File: src/rtl/cpu_sequencer.sv
// Multi-cycle control sequencer for the Aardvark 8-bit datapath: turns decoded
// control bits into timed PC/IR/memory/register-file strobes and arbitrates the shared memory port.
module cpu_sequencer #(
  parameter int          MEM_TIMEOUT = 15,
  parameter logic [7:0]  HALT_INSTR  = 8'hFF,
  parameter int          CNT_W       = 16
) (
  input  logic             clk,
  input  logic             reset,
  input  logic             run,
  input  logic             step,
  input  logic [7:0]       instruction,
  input  logic             mem_ready,
  input  logic             ctrl_memRead,
  input  logic             ctrl_memWrite,
  input  logic             ctrl_regWrite,
  output logic             ir_load,
  output logic             pc_we,
  output logic             mem_req,
  output logic             mem_we,
  output logic             mem_addr_sel,
  output logic             rf_we,
  output logic [2:0]       state,
  output logic             halted,
  output logic             fault,
  output logic [CNT_W-1:0] instr_count
);

  localparam int WAIT_W = (MEM_TIMEOUT < 2) ? 1 : $clog2(MEM_TIMEOUT + 1);
  localparam logic [WAIT_W-1:0] WAIT_LIM = WAIT_W'(MEM_TIMEOUT);

  typedef enum logic [2:0] {
    S_HALT   = 3'd0,
    S_FETCH  = 3'd1,
    S_DECODE = 3'd2,
    S_EXEC   = 3'd3,
    S_MEM    = 3'd4,
    S_WB     = 3'd5,
    S_FAULT  = 3'd7
  } state_t;

  state_t             state_q, state_d;
  logic               step_prev_q, step_prev_d;
  logic               step_mode_q, step_mode_d;
  logic [WAIT_W-1:0]  wait_q, wait_d;
  logic [CNT_W-1:0]   instr_count_q, instr_count_d;
  logic               step_rise;
  logic               timeout_hit;
  logic               retire;

  assign step_rise   = step & ~step_prev_q;
  // A request may sit unanswered for MEM_TIMEOUT cycles; one more unanswered cycle faults.
  assign timeout_hit = (MEM_TIMEOUT != 0) && (wait_q == WAIT_LIM);

  always_ff @(posedge clk or negedge reset) begin
    if (!reset) begin
      state_q       <= S_HALT;
      step_prev_q   <= 1'b0;
      step_mode_q   <= 1'b0;
      wait_q        <= '0;
      instr_count_q <= '0;
    end else begin
      state_q       <= state_d;
      step_prev_q   <= step_prev_d;
      step_mode_q   <= step_mode_d;
      wait_q        <= wait_d;
      instr_count_q <= instr_count_d;
    end
  end

  always_comb begin
    state_d      = state_q;
    step_prev_d  = step;
    step_mode_d  = step_mode_q;
    wait_d       = '0;
    retire       = 1'b0;
    ir_load      = 1'b0;
    pc_we        = 1'b0;
    mem_req      = 1'b0;
    mem_we       = 1'b0;
    mem_addr_sel = 1'b0;
    rf_we        = 1'b0;
    halted       = 1'b0;
    fault        = 1'b0;
    case (state_q)
      S_HALT: begin
        halted = 1'b1;
        if (run || step_rise) begin
          state_d     = S_FETCH;
          step_mode_d = step_rise;
        end
      end
      S_FETCH: begin
        mem_req = 1'b1;
        if (mem_ready) begin
          ir_load = 1'b1;
          if (instruction == HALT_INSTR) begin
            state_d     = S_HALT;
            step_mode_d = 1'b0;
          end else begin
            state_d = S_DECODE;
          end
        end else if (timeout_hit) begin
          state_d = S_FAULT;
        end else begin
          wait_d = wait_q + 1'b1;
        end
      end
      S_DECODE: state_d = S_EXEC;
      S_EXEC: begin
        if (ctrl_memRead && ctrl_memWrite) begin
          state_d = S_FAULT;
        end else if (ctrl_memRead || ctrl_memWrite) begin
          state_d = S_MEM;
        end else if (ctrl_regWrite) begin
          state_d = S_WB;
        end else begin
          pc_we  = 1'b1;
          retire = 1'b1;
        end
      end
      S_MEM: begin
        mem_req      = 1'b1;
        mem_addr_sel = 1'b1;
        mem_we       = ctrl_memWrite;
        if (mem_ready) begin
          if (ctrl_memRead && ctrl_regWrite) begin
            state_d = S_WB;
          end else begin
            pc_we  = 1'b1;
            retire = 1'b1;
          end
        end else if (timeout_hit) begin
          state_d = S_FAULT;
        end else begin
          wait_d = wait_q + 1'b1;
        end
      end
      S_WB: begin
        rf_we  = 1'b1;
        pc_we  = 1'b1;
        retire = 1'b1;
      end
      default: begin
        // FAULT and any stray encoding are sticky until reset.
        fault   = 1'b1;
        state_d = S_FAULT;
      end
    endcase
    if (retire) begin
      state_d     = (step_mode_q || !run) ? S_HALT : S_FETCH;
      step_mode_d = 1'b0;
    end
    instr_count_d = retire ? instr_count_q + 1'b1 : instr_count_q;
  end

  assign state       = state_q;
  assign instr_count = instr_count_q;

endmodule
File: config.mk
export PLATFORM = sky130hd
export DESIGN_NAME = cpu_sequencer
export DESIGN_NICKNAME = d
export VERILOG_FILES = /design/src/rtl/cpu_sequencer.sv
export SDC_FILE = /design/constraint.sdc
export NUM_CORES = 1
export LEC_CHECK = 0
export CAP_MARGIN = 10
export CELL_PAD_IN_SITES_DETAIL_PLACEMENT = 0
export CELL_PAD_IN_SITES_GLOBAL_PLACEMENT = 1
export CORE_AREA = 2 2 64 66
export DETAILED_ROUTE_END_ITERATION = 10
export DIE_AREA = 0 0 66 68
export DONT_BUFFER_PORTS = 1
export PLACE_DENSITY = 0.7
export SLEW_MARGIN = 40
export SYNTH_ARGS = -nofsm -noshare
export SYNTH_HDL_FRONTEND = slang
export SYNTH_SLANG_ARGS = --single-unit
export TNS_END_PERCENT = 100
File: constraint.sdc
create_clock -name clk -period 2 [get_ports clk]
set_clock_uncertainty 0.1 [all_clocks]
set_input_delay 0.2 -clock clk [delete_from_list [all_inputs] [get_ports clk]]
set_output_delay 0.2 -clock clk [all_outputs]
set_load 0.03 [all_outputs]
# Word-level counts from Yosys, hierarchy flattened
# Cells that the tools add are included.
dict set report totals {
  output_inout_bits 27
  in_bits 16
  reg_bits 25
  wordCells 68
}
dict set report classes {
  eq_ne 13
  reduce_logical 12
  add_sub_neg 2
  mux 34
  bitwise_logic 2
}
# cell n
set ops {}
lappend ops {{3-bit 2-to-1 mux} 9}
lappend ops {{1-bit 2-to-1 mux} 18}
lappend ops {{3-bit one-hot mux with 6 select lines} 1}
lappend ops {{16-bit by 1-bit adder with 16-bit output (second input constant)} 1}
lappend ops {{4-bit 2-to-1 mux} 3}
lappend ops {{3-bit inequality test (second input constant)} 3}
lappend ops {{8-bit == test (second input constant)} 1}
lappend ops {{4-bit AND reduction} 2}
lappend ops {{3-bit by 2-bit == test with 1-bit output (second input constant)} 2}
lappend ops {{3-bit == test (second input constant)} 2}
lappend ops {{6-bit OR reduction} 1}
lappend ops {{5-bit inequality test (second input constant)} 1}
lappend ops {{4-bit by 1-bit adder with 4-bit output (second input constant)} 1}
lappend ops {{4-bit == test (second input constant)} 1}
lappend ops {{4-bit inequality test (second input constant)} 1}
lappend ops {{3-bit by 1-bit == test with 1-bit output (second input constant)} 1}
lappend ops {{3-bit zero test} 1}
lappend ops {{1-bit logical OR} 3}
lappend ops {{1-bit one-hot mux with 3 select lines} 1}
lappend ops {{3-bit nonzero test} 1}
lappend ops {{1-bit logical AND} 2}
lappend ops {{2-bit 2-to-1 mux} 1}
lappend ops {{2-bit inequality test (second input constant)} 1}
lappend ops {{1-bit one-hot mux with 2 select lines} 1}
lappend ops {{4 further kinds} 4}

# Depth between registers and ports, before layout
dict set report logic_depth {
  ltp_word 6
  ltp_mapped 8
  depth_no_buf 7
}

# Worst setup path after synthesis
# OpenSTA, ideal clock, no wires.
dict set report synth_timing {
  kind {register to register}
  from {reg state_q[0], in the netlist state[0]}
  to {reg state_q[1], in the netlist state[1]}
  setup_ps 96
  required_ps 1804
  path_slack_ps -329
  path_buffers 1
  arrival_time_ps 2133
  stages_incl_launch_ff 7
  period_less_slack_ps 2329
  cell_sequence {dfrtp_1 -> buf_6 -> nor3_1 -> nand3_1 -> nand3_1 -> nor3_1 -> nor4_2}
}
dict set report synth_between {
  elab_chain_len 4
  elab_cells_between_ends 14
  classes_between {eq/ne: 9; mux: 3; reduce/logical: 2}
}
# item line
set synth_rtl {}
lappend synth_rtl {{start, declared} 42} ;# state_t state_q, state_d;
lappend synth_rtl {{start signal, assigned} 63} ;# state_q <= state_d;
lappend synth_rtl {{3-bit == test / 3-bit by 2-bit == test with 1-bit output (equally long branches)} 85} ;# case (state_q)
lappend synth_rtl {{1-bit one-hot mux with 3 select lines} 85}
lappend synth_rtl {{5-bit inequality test (no source line) (tied with other cells)} -}
lappend synth_rtl {{4-bit AND reduction (no source line)} -}
# Several ways; a longest one is shown, not always the timed one.
# A chain may end at the register's enable or synchronous reset.

# Worst setup path after layout
dict set report layout_timing {
  from {reg state_q[2], in the netlist state[2]}
  to {out pc_we}
}
dict set report layout_between {
  elab_chain_len 2
  elab_cells_between_ends 4
  classes_between {eq/ne: 3; mux: 1}
}
# item line
set layout_rtl {}
lappend layout_rtl {{3-bit == test / 3-bit by 2-bit == test with 1-bit output (equally long branches)} 85}
lappend layout_rtl {{1-bit one-hot mux with 3 select lines *} 85}
lappend layout_rtl {{end, declared} 18} ;# output logic pc_we,
# Mark *: on every way between the ends. The rest lies on a longest branch, timed or not.

==> impl_metrics.toml <==
[outcome]
outcome = "completed"

[floorplanning]
num_rows = 23
coreArea_um2 = 3860
pin_count = 43
die_height_um = 68
die_area_um2 = 4490
dieWidth_um = 66
initial_utilization = 0.376

[critical_path]
crit_type = "flip-flop to output pin"
arrival_ns = 1.66
worst-path-max-fanout = 8
required_ns = 1.70
worstSetupStartpointType = "flip-flop"
critPathCaptureType = "output pin"

[place]
place_congestion = 0.863
dp_cells = 201
postPlaceCellArea_um2 = 1620
post-place-ws_ns = 0.0273
hpwl_um = 2440
io_buffers = 0

[timing]
fin_crit_ns = 1.96
setup_viol = 0
hold_viol = 0
worst_slack_ns = 0.0352
tns_ns = 0
max_clock_freq_mhz = 509
grt_setup_unrepaired = "yes"
hold_ws_ns = 0.0144
tightestPinTransition_ns = 0.462
relSlewSlack = 0.692
fin_crit_sh = 0.982
drv_slew = 0

[grt]
track_usage = 0.150
antenna_found_initial = 0
overflow = 0
grt_first_pass_wirelength_um = 5110
grt_pass1_vias = 1145
grt_max_degree = 26

[cts]
clkLatencyLatePin_ns = 0.27
cts_tree = "done"
htree_levels = 1
cts_buffers = 3
cts.sinks = 25
clk_pin_slew_worst_paths_ns = 0.08
clockBufferDepth = 2
cts-root-buf = "clkbuf_8"

[synthesis]
yosysMostFrequentCell = "dfrtp_1"
synth_edf_count = 0
yosysSeqAreaShare = 0.431
synth_top_family_by_area = "simple AND/OR/NAND/NOR gates"
synth_top_area_cell = "dfrtp_1"
synthArstFlopShare = 1.00
synth_compound_area_frac = 0.0767
synth_top_area_share = 0.431
syn_inst = 137
synthTopCellsByArea = "dfrtp_1 (43%), xnor2_1 (7.2%), ha_1 (4.3%), xor2_1 (3.6%), nand2_1 (3.1%)"
ys.warnings.count = 0
synth-simple-area-share = 0.274
ys.flop_type = "dfrtp_1"
synth_xor_area_frac = 0.109
synth.distinct_cells = 39
synth_area_per_cell_um2 = 10.6
synthMuxAreaShare = 0.0172
synth_common_cells = "dfrtp_1 (25), nand2_1 (12), xnor2_1 (12), nor2_1 (8)"
ys_ff_latch = 25
synthAdderAreaFrac = 0.0431
syn-num-nets = 158
netlist_area_um2 = 1450

[finish]
drive_gt1_frac = 0.256
final_util = 0.447
fin_area_um2 = 1730
nets = 182
antenna_cells = 0
layout.cells.non_filler = 210
syn_to_final_growth_pct = 18.9

[drt]
drc_errors = 0
viasPerCell = 5.36
drt_iter0_markers = 32
drtAntennaViolNets = 0
routed_wl_um = 3150
wire_per_inst_um = 15.0
firstDrtPassIters = 4
vias = 1125

[power]
total_leakage_power_nw = 0.829
total_power_mw = 2.24
power.density_nw_per_um2 = 1300
vdd_drop_max_v = 0.000677

[worst_hold_path]
min_path_type = "input port to flip-flop"

[run]
drv_cap = 0
## per-layer routing
layer  share of wire  track usage
met4           0.029       0.0765
met1            0.39        0.166
met2            0.51        0.270
met3           0.066       0.0362
met5               0            0
## cells by family after synthesis
logic type | after synthesis
muxes | 2
adders and majority gates | 5
buffers and inverters | 12
xor gates and xnor gates | 18
DFF | 25
AOI/OAI and AO/OA | 14
and+or+nand+nor | 61
## worst max-delay path, cell delays in order (launching register included)
cell	delay [ns]
dfrtp_2	0.52
and4bb_2	0.39
nand3b_4	0.12
and2_4	0.19
inv_2	0.06
buf_6	0.12
## layout by cell type, fill, tap and decap left out, drive strengths merged, types with 2 or more instances in the layout
cell	instances
o21ai	5
nor2	8
nor3	8
inv	8
and4bb	2
o21a	2
nor4	2
a21boi	2
dfrtp	25
buf	21
clkbuf	4
nand4	6
and2	5
nand3	7
ha	5
and4	3
nand2	12
xor2	6
xnor2	12
and3	3
dlygate4sd3	2
## path summary, 6_finish.rpt
check	from	cells after the start	to	slack [ns]
setup / recovery	state[2]	5	pc_we	0.04
hold / removal	step	2	step_mode_q	0.01
setup reg to reg	state[2]	6	instr_count[1]	0.10
hold reg to reg	wait_q[0]	1	wait_q[0]	0.38
max in group asynchronous	reset	2	state[2]	1.37
min in group asynchronous	reset	2	instr_count[11]	0.27
## repair_timing
item	4_1_cts	5_1_grt
hold endpoints to repair	26	0
gates resized for setup	3	1
pin swaps	1	1
gates cloned	0	0
setup buffers	1	1
hold buffers	3	0
endpoints found under the setup margin	2	1
## sequential cells by signal, indices dropped and copies added (netlist names)
signal,cells
state,3
step_mode_q,1
wait_q,4
step_prev_q,1
instr_count,16
## report_power, final
| part | leakage, nW | switching (mW) | internal, mW | total (mW) |
|---|---|---|---|---|
| sequential | 0.324 | 0.156 | 0.614 | 0.770 |
| combinational | 0.482 | 0.686 | 0.486 | 1.17 |
| clock | 0.0228 | 0.153 | 0.142 | 0.296 |
## area by class of cell
cell class | count | area [um^2]
well taps | 50 | 62.6
repair buffers | 23 | 194
flip-flops and latches | 25 | 627
inverters | 8 | 30.0
fillers | 381 | 2130
multi-input cells | 100 | 767
clock buffers | 4 | 45.0
Note: power is estimated with default switching activity, not from simulation.
